==> src/rtl/seg7_scan_if.sv <==
// rtl/seg7_scan_if.sv - pattern/enable inputs and scanned pin outputs of seg7_scan
interface seg7_scan_if;
  logic        en;
  logic [63:0] digits;
  logic [7:0]  blank;
  logic [7:0]  seg;
  logic [7:0]  dig;
  logic [2:0]  dig_idx;
  logic        frame_tick;

  modport master (
    output en, digits, blank,
    input  seg, dig, dig_idx, frame_tick
  );

  modport slave (
    input  en, digits, blank,
    output seg, dig, dig_idx, frame_tick
  );
endinterface

==> src/rtl/seg7_scan.sv <==
// rtl/seg7_scan.sv - time-multiplexed 8-digit 7-segment scanner with frame snapshot
module seg7_scan #(
  parameter int DIV            = 50000,
  parameter int BLANK          = 2,
  parameter int NDIG           = 8,
  parameter bit SEG_ACTIVE_LOW = 1'b1,
  parameter bit DIG_ACTIVE_LOW = 1'b1
) (
  input  logic        clk,
  input  logic        rst,
  seg7_scan_if.slave  bus
);

  localparam int CNT_W = (DIV > 1) ? $clog2(DIV) : 1;
  localparam logic [7:0] SEG_MASK = SEG_ACTIVE_LOW ? 8'hFF : 8'h00;
  localparam logic [7:0] DIG_MASK = DIG_ACTIVE_LOW ? 8'hFF : 8'h00;

  logic [CNT_W-1:0] cnt_q, cnt_d;
  logic [2:0]       idx_q, idx_d;
  logic [63:0]      snap_q, snap_d;
  logic [7:0]       bsnap_q, bsnap_d;
  logic             tick_q, tick_d;
  logic [7:0]       seg_raw_q, seg_raw_d;
  logic [7:0]       dig_raw_q, dig_raw_d;
  logic             lit_d;
  logic             drive;

  always_comb begin
    cnt_d   = cnt_q;
    idx_d   = idx_q;
    snap_d  = snap_q;
    bsnap_d = bsnap_q;
    tick_d  = 1'b0;
    if (rst) begin
      cnt_d   = '0;
      idx_d   = '0;
      snap_d  = bus.digits;
      bsnap_d = bus.blank;
    end else if (bus.en) begin
      if (cnt_q != CNT_W'(DIV - 1)) begin
        cnt_d = cnt_q + 1'b1;
      end else begin
        cnt_d = '0;
        if (idx_q != 3'(NDIG - 1)) begin
          idx_d = idx_q + 3'd1;
        end else begin
          // Frame wrap: capture a fresh, tear-free copy of patterns and mask.
          idx_d   = '0;
          snap_d  = bus.digits;
          bsnap_d = bus.blank;
          tick_d  = 1'b1;
        end
      end
    end
  end

  // Pin patterns are precomputed from next state so they come straight off flops.
  always_comb begin
    lit_d     = (int'(cnt_d) >= BLANK) && !bsnap_d[idx_d];
    seg_raw_d = lit_d ? snap_d[{idx_d, 3'b000} +: 8] : 8'h00;
    dig_raw_d = lit_d ? (8'b1 << idx_d) : 8'h00;
  end

  always_ff @(posedge clk) begin
    if (rst) begin
      cnt_q     <= '0;
      idx_q     <= '0;
      tick_q    <= 1'b0;
    end else begin
      cnt_q     <= cnt_d;
      idx_q     <= idx_d;
      tick_q    <= tick_d;
    end
    snap_q    <= snap_d;
    bsnap_q   <= bsnap_d;
    seg_raw_q <= seg_raw_d;
    dig_raw_q <= dig_raw_d;
  end

  // Disable and reset darken the pins immediately without disturbing the scan state.
  assign drive          = bus.en & ~rst;
  assign bus.seg        = (drive ? seg_raw_q : 8'h00) ^ SEG_MASK;
  assign bus.dig        = (drive ? dig_raw_q : 8'h00) ^ DIG_MASK;
  assign bus.dig_idx    = rst ? 3'd0 : idx_q;
  assign bus.frame_tick = tick_q & drive;

endmodule

==> src/flat_wrapper.sv <==
// flat-port wrapper written by rule: the top's interface ports become plain ports
module seg7_scan_flat 
#(
  parameter int DIV            = 50000,
  parameter int BLANK          = 2,
  parameter int NDIG           = 8,
  parameter bit SEG_ACTIVE_LOW = 1'b1,
  parameter bit DIG_ACTIVE_LOW = 1'b1
)
  (clk, rst, bus_en, bus_digits, bus_blank, bus_seg, bus_dig, bus_dig_idx, bus_frame_tick);
  seg7_scan_if bus_i ();
  input  logic clk;
  input  logic rst;
  input wire logic [$bits(bus_i.en)-1:0] bus_en;
  input wire logic [$bits(bus_i.digits)-1:0] bus_digits;
  input wire logic [$bits(bus_i.blank)-1:0] bus_blank;
  output wire logic [$bits(bus_i.seg)-1:0] bus_seg;
  output wire logic [$bits(bus_i.dig)-1:0] bus_dig;
  output wire logic [$bits(bus_i.dig_idx)-1:0] bus_dig_idx;
  output wire logic [$bits(bus_i.frame_tick)-1:0] bus_frame_tick;
  assign bus_i.en = bus_en;
  assign bus_i.digits = bus_digits;
  assign bus_i.blank = bus_blank;
  assign bus_seg = bus_i.seg;
  assign bus_dig = bus_i.dig;
  assign bus_dig_idx = bus_i.dig_idx;
  assign bus_frame_tick = bus_i.frame_tick;
  seg7_scan #(.DIV(DIV), .BLANK(BLANK), .NDIG(NDIG), .SEG_ACTIVE_LOW(SEG_ACTIVE_LOW), .DIG_ACTIVE_LOW(DIG_ACTIVE_LOW)) u_core (.clk(clk), .rst(rst), .bus(bus_i));
endmodule
==> config.mk <==
export PLATFORM = sky130hd
export DESIGN_NAME = seg7_scan_flat
export DESIGN_NICKNAME = d
export VERILOG_FILES = /design/src/rtl/seg7_scan_if.sv /design/src/rtl/seg7_scan.sv /design/src/flat_wrapper.sv
export SDC_FILE = /design/constraint.sdc
export NUM_CORES = 1
export LEC_CHECK = 0
export ABC_AREA = 1
export CORE_AREA = 2 2 123 95
export DETAILED_ROUTE_END_ITERATION = 8
export DIE_AREA = 0 0 125 97
export PLACE_DENSITY = 0.75
export SYNTH_ARGS = -nofsm -noshare
export SYNTH_HDL_FRONTEND = slang
export SYNTH_SLANG_ARGS = --single-unit
export TNS_END_PERCENT = 5
==> constraint.sdc <==
create_clock -name clk -period 2 [get_ports clk]
set_clock_uncertainty 0.15 [all_clocks]
set_input_delay 0.2 -clock clk [delete_from_list [all_inputs] [get_ports clk]]
set_output_delay 0.2 -clock clk [all_outputs]
set_load 0.01 [all_outputs]
-- After elaboration in Yosys (flattened, before gate mapping)
Cells that the tools add are included.
- input port bits: 75
- output and inout bits: 20
- register bits: 108
- add/subtract/negate cells: 2
- muxes and demuxes: 21
- shifts and indexed selects: 2
- $lt $le $gt $ge: 2
- eq/ne operators: 2
- reduce and logical (&&, ||, !) cells: 3
- bitwise operators: 6
- operators by type and width (kind ; number):
    two-way mux 64 bit ; 4
    indexed part select 64 x 7 -> 8 bit ; 1
    two-way mux 16 bit ; 3
    two-way mux 8 bit ; 6
    adder 16 x 1 -> 16 bit (second input constant) ; 1
    greater-or-equal comparator 16 x 2 -> 1 bit (second input constant) ; 1
    inequality test 16 bit (second input constant) ; 1
    inverter 8 bit ; 2
    two-way mux 3 bit ; 5
    << shifter 1 x 3 -> 8 bit (first input constant) ; 1
    < comparator 3 x 4 -> 1 bit (second input constant) ; 1
    adder 3 x 1 -> 3 bit (second input constant) ; 1
    binary-select mux 1 bit (select 3 bit) ; 1
    inequality test 3 bit (second input constant) ; 1
    OR reduction 3 bit ; 1
    bitwise AND 1 bit ; 2
    two-way mux 1 bit ; 2
    inverter 1 bit ; 2
    logical AND 1 bit ; 1
    zero test 1 bit ; 1

-- Logic depth before layout (Yosys ltp)
Gate-level depths: netlist (run 1).
- word-level depth: 9
- mapped depth: 16
- gate-level depth less buffers: 15

-- Least setup slack after synthesis (run 1)
OpenSTA, ideal clock, no wires.
- kind: flip-flop to flip-flop
- start: register u_core.cnt_q[0]
- end: register u_core.seg_raw_q[0]
- data required time: 1736 ps
- arrival: 1792 ps
- period minus slack after synthesis: 2055 ps
- stages on the path, launching flop included: 14
- slack: -55 ps
- cells stage by stage: dfxtp_1 -> ha_1 -> nand3_1 -> nor2_2 -> nand3_4 -> nand2_8 -> inv_2 -> buf_6 -> a21oi_1 -> nand3_1 -> nor2_1 -> nand3_2 -> nand3_4 -> nor2_1
- word-level cells in the longest chain between the ends: 8
- RTL lines (item ; RTL line ; source):
    start, declared ; seg7_scan.sv:18 ; logic [CNT_W-1:0] cnt_q, cnt_d;
    start signal, assigned ; seg7_scan.sv:70 ; cnt_q <= cnt_d;
    branches (longest 8 deep; another with adder 16 x 1 -> 16 bit) ; n/a ;
    end signal, assigned ; seg7_scan.sv:76 ; seg_raw_q <= seg_raw_d;
    end, declared ; seg7_scan.sv:23 ; logic [7:0] seg_raw_q, seg_raw_d;
Several ways; the timed one is not identified. The select of a mux whose other input is x is not followed.
A chain may end at the register's enable or synchronous reset.

-- Final worst setup path (run 1)
- start: register u_core.cnt_q[11]
- end: register u_core.seg_raw_q[3]
Same word-level chain as after synthesis.

==> metrics.md, run 1 <==
| Metric | Value |
|---|---|
| GRT Util Overall | 0.2283 |
| Final hold violations | 0 |
| DRT Pass-1 Iters | 5 |
| Crit end category | flop |
| Max_slew headroom | 0.7959 |
| Critical path, cell by cell | nor2_1 > nand2_1 > nor2_4 > nand3_4 > nand2_8 > nand2_4 > buf_12 > buf_12 > o21ai_2 > nor2_1 > nor2_1 > nand3_1 > nand2_1 > nor2_1 |
| CTS Buffer Depth | 2 |
| Area delta synth->final | 43.13% |
| Setup-failing EPs final | 16 |
| Post-synthesis cell count | 724 |
| Die Width | 125 um |
| Vias in the first global route | 4650 |
| Failing checks | setup timing |
| Setup WS post-layout | -0.2264 ns |
| CP arrival | roughly 2.3 ns |
| Non-filler cells, final | 1038 |
| Drt drc | 0 |
| Register share of total power | 0.469 |
| Sequential cell area | between 2000 and 2500 sq um |
| Initial antenna violation count | 0 |
| Critical Path Max Stage Delay | 0.33 ns |
| Hpwl dp | 10.42 mm |
| Core area | 10820 sq um |
| Final Net Count | 971 |
| Synth Warn # | 0 |
| Pint | ~3800 uW |
| GPL Wtd Cong | 0.9083 |
| FF+latch count, synth | 108 |
| Area leader, netlist | dfxtp_1 |
| Initial Utilization | 0.4639 |
| Ant diodes | 0 |
| H-tree levels | 3 |
| Die Span Y | 97 um |
| Most frequent CP cell | nor2_1 |
| DIE AREA | 12130 sq um |
| Critical Path RT | ~2.1 ns |
| Total Routed Length | between 10 and 15 mm |
| DRT antenna net count | 0 |
| Clock-pin transition on the worst setup and hold timing paths | 0.07 ns |
| Iter 0 DRT Violations | 259 |
| Pre-CTS WS | -0.3936 ns |
| Synth unique cells | 33 |
| Root buffer cell | clkbuf_16 |
| RSZ-0062 raised after global routing | yes |
| Post-synth top cells | nand2_1, dfxtp_1, inv_1 |
| Worst hold path class | input pin to flop |
| I/O pins | 95 |
| Post-synth EDFFs | 0 |
| TritonCTS clock tree | built |
| Num CTS Buffers | 9 |
| Std-Cell Rows | 33 |
| Final Max Slew Viols | 0 |
| I/O Buffers | 94 |
| Power Dens Cells | between 700 and 800 nW/um^2 |
| Worst setup path category | flop to flop |
| Placed cells | about 1000 |
| Top FF cell, synth | dfxtp_1 |
| Hold_buf cts | 0 |
| Period utilization | 1.113 |
| Post-Syn Area per Cell | roughly 6.9 sq um |
| Largest net degree at the start of global routing | 25 |
| Asr flop ratio synth | 0 |
| Share of the synthesized area in the top cell type | 0.4308 |
| Fillers | 935 |
| Status | finished with violations |
| Area contributors post-synth | dfxtp_1, nand2_1, inv_1 |
| Crit path launch type | flop |
| Achievable Freq | ~0.45 GHz |
| TritonCTS Sinks | 108 |
| Sequential share of the synthesized area | 0.4308 |
| GRT overflow | 0 |
| Clk_lat worst skew | 0.35 ns |
| Worst-path maximum fanout | 23 |
| Combinational share of power | 0.155 |
| Worst-Margin Slew | 0.3055 ns |
| Leakage | between 0.003 and 0.004 uW |
| Switching power | 1298 uW |
| Layout cell share with drive strength beyond 1 | 0.2004 |
| DR vias/cell | 4.824 |
| Synthesized cell area | 5019 sq um |
| Sw Ratio | 0.2522 |
| Max-cap violation count | 0 |
| Minimum clock period | 2.226 ns |
| WL/cell | approximately 13 um |
| Mapped Nets | 802 |
| Peak VDD IR | 455.1 uV |
| Global-route wire length before repair | 22.28 mm |
| Vias | between 5000 and 6000 |
| Clock share of power | 0.376 |
| Multi-input logic area | 2338 sq um |
| Slowest-stage cell, CP | dfxtp_1 |
| Most common cell in the synthesized netlist | nand2_1 |
[kinds of logic after synthesis]
logic type,share of synthesized area
and+or+nand+nor,0.3867
DFF,0.4308
AOI/OAI and AO/OA,0.05136
xor gates and xnor gates,0.003491
buffers and inverters,0.1202
adders and majority gates,0.007480
[stage by stage]
stage	util	hold slack, ns	setup TNS, ns	cell area [sq um]	power, uW
final	0.6640	0.2199	-2.924	7183	5145
after global routing	0.6640	0.2747	-4.969	7183	5352
after CTS	0.6587	0.2667	-3.412	7126	5144
after detailed placement	0.6229	0.2808	-8.167	6739	3211
after global placement	0.6229	0.2770	-6.406	6739	3177
after floorplan	-	0.1337	0	5031	2868
[metal layers]
metal  vias up  global-route usage  share of wire
li1       2577                   -              -
met1      2231              0.3254           0.48
met2       176              0.3570           0.45
met3        23             0.04204          0.061
met4         0             0.05897          0.015
met5         -                   0              0
[area by class of cell]
| cell class | instances | share of cell area |
|---|---|---|
| Clock buffer | 9 | 0.03135 |
| Clock inverter | 7 | 0.01359 |
| Inverter | 105 | 0.05522 |
| Multi-Input combinational cell | 481 | 0.3256 |
| Sequential cell | 108 | 0.3013 |
| Tap cell | 140 | 0.02439 |
| Timing Repair Buffer | 188 | 0.2486 |
[layout by cell type (no fill, tap or decap), types with 2 or more instances in the layout]
master	Yosys	layout
nand2_1	222	218
dfxtp_1	108	106
inv_1	93	91
buf_4	7	82
clkdlybuf4s50_1	0	76
nor2_1	78	72
nand3_1	68	67
dlygate4sd2_1	0	17
nand2_2	12	16
nand4_1	15	15
a21oi_1	19	15
o21ai_1	6	11
inv_2	9	10
buf_12	0	10
nor2_2	4	9
clkbuf_16	0	9
nand3b_1	8	8
o21ai_2	6	7
o21ai_0	13	6
nor2_4	4	5
nand3_2	4	4
nor3_1	4	4
or2_2	4	4
a21oi_2	0	4
nand3_4	2	3
clkinv_1	3	3
xor2_1	2	2
ha_1	3	2
bufinv_16	0	2
clkinv_2	0	2
dfxtp_2	0	2
[flip-flops by register name, summed over array words and instances, names as in the netlist]
name	count
u_core.bsnap_q	8
u_core.cnt_q	16
u_core.dig_raw_q	8
u_core.idx_q	3
u_core.seg_raw_q	8
u_core.snap_q	64
u_core.tick_q	1
[final timing paths]
check	startpoint	end	slack [ns]	cells past startpoint
setup reg to reg	u_core.cnt_q[11]	u_core.seg_raw_q[3]	-0.23	14
hold reg to reg	u_core.snap_q[15]	u_core.snap_q[15]	0.30	2
setup / recovery	u_core.cnt_q[11]	u_core.seg_raw_q[3]	-0.23	14
hold / removal	bus_en	u_core.cnt_q[7]	0.22	4
[worst max-delay path: cells and delay by family (launching register included)]
family	cells	cell delay, ns
AO/OA/AOI/OAI	1	0.13
flip-flops	1	0.33
AND/OR/NAND/NOR	11	1.21
buffers and inverters	2	0.30
[power groups by stage]
stage | Combinational (uW) | Clock, uW | Sequential, uW
2_1_floorplan | 424 | 0 | 2440
3_3_place_gp | 726 | 0 | 2450
3_5_place_dp | 752 | 0 | 2460
4_1_cts | 778 | 1950 | 2410
5_1_grt | 889 | 2030 | 2430
6_report | 799 | 1930 | 2410
[repair_timing]
item                                    in CTS  in global routing
buffers inserted                             2                  1
cloned                                       1                  0
endpoints found under the setup margin      36                 22
pin swaps                                    7                 17
resized for setup                           29                 22
Note: power is estimated with default switching activity, not from simulation.
==> inputs of run 2 (changes only) <==
- TNS_END_PERCENT: 5 -> 1
==> results of run 2 <==
Final layout, timing and power as in run 1 (identical DEF).
==> patch 1: new RTL, config.mk and constraints of run 1 <==
`DIV` is set to 50000 in 2 places; all go to 100000.
--- a/src/rtl/seg7_scan.sv
+++ b/src/rtl/seg7_scan.sv
@@ -1,5 +1,5 @@
 // rtl/seg7_scan.sv - time-multiplexed 8-digit 7-segment scanner with frame snapshot
 module seg7_scan #(
-  parameter int DIV            = 50000,
+  parameter int DIV            = 100000,
   parameter int BLANK          = 2,
   parameter int NDIG           = 8,
--- a/src/flat_wrapper.sv
+++ b/src/flat_wrapper.sv
@@ -2,5 +2,5 @@
 module seg7_scan_flat 
 #(
-  parameter int DIV            = 50000,
+  parameter int DIV            = 100000,
   parameter int BLANK          = 2,
   parameter int NDIG           = 8,
Function: no difference found for any inputs over 10 cycles, from zero or initial values and one cycle with rst high; that may be too few to reach the edited logic, so the function may still have changed.
==> patch 1 against run 1 <==
  * The run still ends with setup timing left
  * Synthesized area is 1.8% lower
  * Design area is 1.8% lower
  * First-iteration DRC count is 68% higher
  * Critical path type unchanged
  * Combinational power is 26% lower
  * Routed wire length is 3.4% higher
  * Setup slack worse by 120 ps
  * Sequential cell count is 1 higher
  * Clock power is 3% lower
  * Critical path depth is 1 lower
  * Core utilization is 1.2 points lower
  * Final cell count is 0.58% lower
  * Total power is 6.3% lower
  * Sequential share of layout area is 0.85 points higher
  * Highest routed layer unchanged
==> patch 1: results (changes against run 1) <==
| Metric | Value |
|---|---|
| VDD IR max | 668 uV (+47%) |
| Arrival @ worst endpoint | 2440 ps (+120 ps) |
| Fill cells | 954 (+2.0%) |
| Slew HR | 77.0% (-2.6 points) |
| Warnings from Yosys | 0 (unchanged) |
| Async SR Flop Fraction | 0% (unchanged) |
| Critical-path top delay cell | dfxtp_2 |
| Status | complete, but fails checks |
| PnR worst setup slack | -348 ps (-122 ps) |
| Largest net degree at the start of global routing | 33 (+32%) |
| First DRT Iteration DRCs | 436 (+68%) |
| Clock Tree Buf Depth | 2 (unchanged) |
| PortBufs | 94 (unchanged) |
| Worst min path class | in2reg |
| CTS root buffer | clkbuf_16 |
| Detailed Place HPWL | 10200 um (-1.7%) |
| Post-synthesis sequential area ratio | 44.3% (+1.2 points) |
| Top cells by count, synth | nand2_1 (281), dfxtp_1 (109), nor2_1 (74), inv_1 (66), nand3_1 (64) |
| Static Leakage | 3.40 nW (-4.0%) |
| Top FF cell, synth | dfxtp_1 |
| Initial antenna violation count | 0 (unchanged) |
| Area post-placement | 6540 um^2 (-3.0%) |
| Failing checks | setup timing |
| Largest registers | u_core.snap_q: 64 flops, u_core.cnt_q: 17 flops |
| CTS Buf Count | 9 (unchanged) |
| Yosys cell types | 36 (+9.1%) |
| # H-tree levels | 3 (unchanged) |
| Crit-path max cell delay | 350 ps (+20 ps) |
| Placer Congestion | 0.913 (+0.50%) |
| Worst-path fanout max | 9 (-61%) |
| First-pass GRT wire length | 23900 um (+7.3%) |
| Clock Pin Slew Worst Setup and Hold Paths | 80 ps |
| Drt pass-1 iters | 5 (unchanged) |
| Synthesized net count | 800 (-0.25%) |
| CTS sink count | 109 (+0.93%) |
| Share of cells above drive strength 1 | 18.0% (-2.0 points) |
| Avg WL per Cell | 13.9 um (+4.0%) |
| Vias in the first global route | 4946 (+6.4%) |
| Tot GR Track Use | 24.2% (+1.4 points) |
| Diodes inserted | 0 (unchanged) |
| Via count | 5070 (+1.3%) |
| Ranking of synthesized cells by area | dfxtp_1 (44%), nand2_1 (21%), nand3_1 (6.5%) |
| Worst-skew pair later-pin latency | 350 ps (about the same) |
| # setup viols final | 16 (unchanged) |
| Layout Nets | 965 (-0.62%) |
-- patch 1: per-layer routing --
| metal | wire (um) | track usage (%) | share of wire, % | up-vias |
|---|---|---|---|---|
| li1 | - | - | - | 2579 |
| met1 | 6850 | 34.2 | 48 | 2280 |
| met2 | 6310 | 37.5 | 44 | 190 |
| met3 | 980 | 5.48 | 6.8 | 21 |
| met4 | 211 | 6.24 | 1.5 | 0 |
| met5 | 0 | 0 | 0 | - |
-- patch 1: layout make-up --
class / count / area [um^2] / share of cell area, %
clock buffer: 10 / 239 / 3.39
multi-input combinational: 513 / 2460 / 34.9
inverter: 71 / 277 / 3.92
timing repair buffer: 182 / 1630 / 23.1
clock inverter: 6 / 77.6 / 1.10
sequential: 109 / 2190 / 31.0
timing repair inverter: 1 / 7.51 / 0.106
tap: 140 / 175 / 2.48
-- patch 1: logic make-up after synthesis --
| kind of cell | share of synthesized area [%] |
|---|---|
| AO/OA/AOI/OAI | 3.43 |
| buffers and inverters | 9.04 |
| flip-flops | 44.3 |
| XOR/XNOR | 1.07 |
| adder cells (fa/ha/maj) | 0.762 |
| AND/OR/NAND/NOR | 41.4 |
-- patch 1: where the power goes --
group / switching [W] / internal [W]
Sequential: 0.0000410 / 0.00232
Clock: 0.000841 / 0.00103
Combinational: 0.000300 / 0.000292
Total: 0.00118 / 0.00364
-- patch 1: worst max-delay path: cells and delay by family, from the launching register on --
| kind | cells | cell delay, ps |
|---|---|---|
| DFF | 1 | 350 |
| AOI/OAI and AO/OA | 1 | 110 |
| buffers and inverters | 1 | 190 |
| adders and majority gates | 1 | 150 |
| and+or+nand+nor | 10 | 1280 |
-- patch 1: final timing paths --
path | start | cells after the start | slack, ps | end
worst max register to register | u_core.cnt_q[0] | 13 | -350 | u_core.seg_raw_q[7]
worst min register to register | u_core.snap_q[13] | 2 | 310 | u_core.snap_q[13]
worst min-delay path | bus_digits[2] | 3 | 260 | u_core.snap_q[2]
worst max-delay path | u_core.cnt_q[0] | 13 | -350 | u_core.seg_raw_q[7]
-- patch 1: metrics by stage --
step                setup slack, ps  instances  TNS (ps)
finish                         -348       1032     -3700
global route                   -454       1032     -6320
CTS                            -229       1030     -3020
detailed placement             -556       1004    -16130
global placement               -507       1004    -13860
floorplan                     -8.14        722     -75.1
-- patch 1: what timing repair did --
item                                    in CTS  in global routing
endpoints found under the setup margin      33                 22
setup buffers                                5                  2
cloned                                       5                  0
resized for setup                           47                 13
endpoints found under the hold margin        0                  0
pin swaps                                   16                 12
==> patch 2: new RTL, flow settings as in run 1 <==
Made on the original files. Put a register stage on the output `bus.seg`, without a reset. The value now appears one clock later.
--- a/src/rtl/seg7_scan.sv
+++ b/src/rtl/seg7_scan.sv
@@ -80,5 +80,7 @@
   // Disable and reset darken the pins immediately without disturbing the scan state.
   assign drive          = bus.en & ~rst;
-  assign bus.seg        = (drive ? seg_raw_q : 8'h00) ^ SEG_MASK;
+  always_ff @(posedge clk) begin
+    bus.seg <= (drive ? seg_raw_q : 8'h00) ^ SEG_MASK;
+  end
   assign bus.dig        = (drive ? dig_raw_q : 8'h00) ^ DIG_MASK;
   assign bus.dig_idx    = rst ? 3'd0 : idx_q;
Function: changed (a bounded check fails within 4 cycles, from zero or initial values and one cycle with rst high).
==> patch 2 against run 1 <==
  * The flow still finishes with violations (setup timing)
  * Routed wire length increased by 29%
  * Sequential power increased by 7%
  * Synthesized area increased by 1.2%
  * Sequential cell count increased by 8
  * Setup slack got worse by 160 ps
  * Total power increased by 31%
  * Core utilization increased by 6.8 points
  * Design area increased by 10%
==> patch 2: results (changes against run 1) <==
| Metric | Value |
|---|---|
| Status | complete, but fails checks |
| Failing checks | setup timing |
| Static Leakage | 3.88 nW (+9.5%) |
| Largest registers | u_core.snap_q: 64 flops, u_core.cnt_q: 16 flops |
| # H-tree levels | 4 (+1) |
| Largest net degree at the start of global routing | 22 (-12%) |
| Synthesized net count | 808 (+0.75%) |
| Placer Congestion | 0.935 (+3.0%) |
| Worst-path fanout max | 8 (-65%) |
| Detailed Place HPWL | 12100 um (+16%) |
| Complex-gate fraction of the synthesized area | 5.42% (+0.28 points) |
| Tot GR Track Use | 28.9% (+6.1 points) |
| CTS Buf Count | 17 (+8) |
| Fill cells | 771 (-18%) |
| Arrival @ worst endpoint | 2580 ps (+260 ps) |
| Vias in the first global route | 5405 (+16%) |
| Via count | 5620 (+12%) |
| Switch share | 24.2% (-1.1 points) |
| Top cells by count, synth | nand2_1 (218), inv_1 (117), dfxtp_1 (116), nand3_1 (79), nor2_1 (53) |
| Crit path depth | 15 (+1) |
| Clock Tree Buf Depth | 2 (unchanged) |
| Xor/xnor share of the synthesized area | 0.690% (+0.34 points) |
| Post-CTS Setup Bufs | 9 (+7) |
| First DRT Iteration DRCs | 655 (+150%) |
| Setup tns final | -5810 ps (-2880 ps) |
| Layout Nets | 993 (+2.3%) |
| Slew @ Worst Pin | 359 ps (+53.1 ps) |
| Worst-skew pair later-pin latency | 420 ps (+70 ps) |
| Clock Pin Slew Worst Setup and Hold Paths | 50 ps (-20 ps) |
| # resized after CTS | 63 (+120%) |
| PnR worst setup slack | -386 ps (-160 ps) |
| First-pass GRT wire length | 27700 um (+24%) |
| Ranking of synthesized cells by area | dfxtp_1 (46%), nand2_1 (16%), inv_1 (8.6%) |
| Share of cells above drive strength 1 | 23.3% (+3.2 points) |
| # setup viols final | 18 (+2) |
| Critical-path top delay cell | dfxtp_2 |
| Path depth of the worst reg2reg path | 15 (+1) |
| VDD IR max | 643 uV (+41%) |
| Yosys cell types | 29 (-12%) |
| Avg WL per Cell | 16.8 um (+26%) |
| Adder-Cell Fraction of Synth Area | 0.739% (-0.0090 points) |
## patch 2: cell type report
type | instances | area [um^2] | area share, %
Clock buffer | 19 | 433 | 5.47
Clock inverter | 13 | 205 | 2.59
Inverter | 119 | 453 | 5.72
Multi-Input combinational cell | 464 | 2460 | 31.0
Sequential cell | 116 | 2330 | 29.5
Tap cell | 140 | 175 | 2.21
Timing Repair Buffer | 197 | 1860 | 23.5
## patch 2: stage by stage
stage | setup slack, ps | cells | utilization [%] | hold slack (ps) | instance area [um^2]
after floorplan | -3.56 | 730 | - | 182 | 5090
after global placement | -576 | 1020 | 62.3 | 227 | 6740
after detailed placement | -647 | 1020 | 62.3 | 223 | 6740
after CTS | -214 | 1063 | 71.2 | 162 | 7700
after global routing | -475 | 1068 | 73.2 | 241 | 7920
final | -386 | 1068 | 73.2 | 224 | 7920
## patch 2: layer usage
metal  GRT usage [%]  wire length, um  vias up  part of all wire [%]
met5               0                0        -                     0
met1            40.3             7760     2585                    43
li1                -                -     2657                     -
met3            9.46             1990       42                    11
met2            41.5             7810      336                    43
met4            11.2              429        0                   2.4
## patch 2: power groups by stage
stage	clock, W	combinational (W)	sequential (W)
4_1_cts	0.00332	0.000749	0.00259
5_1_grt	0.00346	0.000879	0.00261
3_5_place_dp	0	0.000696	0.00263
3_3_place_gp	0	0.000674	0.00262
6_report	0.00332	0.000801	0.00259
2_1_floorplan	0	0.000385	0.00261
## patch 2: final timing paths
| check | from | to |
|---|---|---|
| worst max-delay path | u_core.cnt_q[12] | u_core.seg_raw_q[3] |
| worst min-delay path | bus_en | u_core.cnt_q[0] |
| worst max register to register | u_core.cnt_q[12] | u_core.seg_raw_q[3] |
| worst min register to register | u_core.seg_raw_q[3] | u_core.bus.seg[3] |
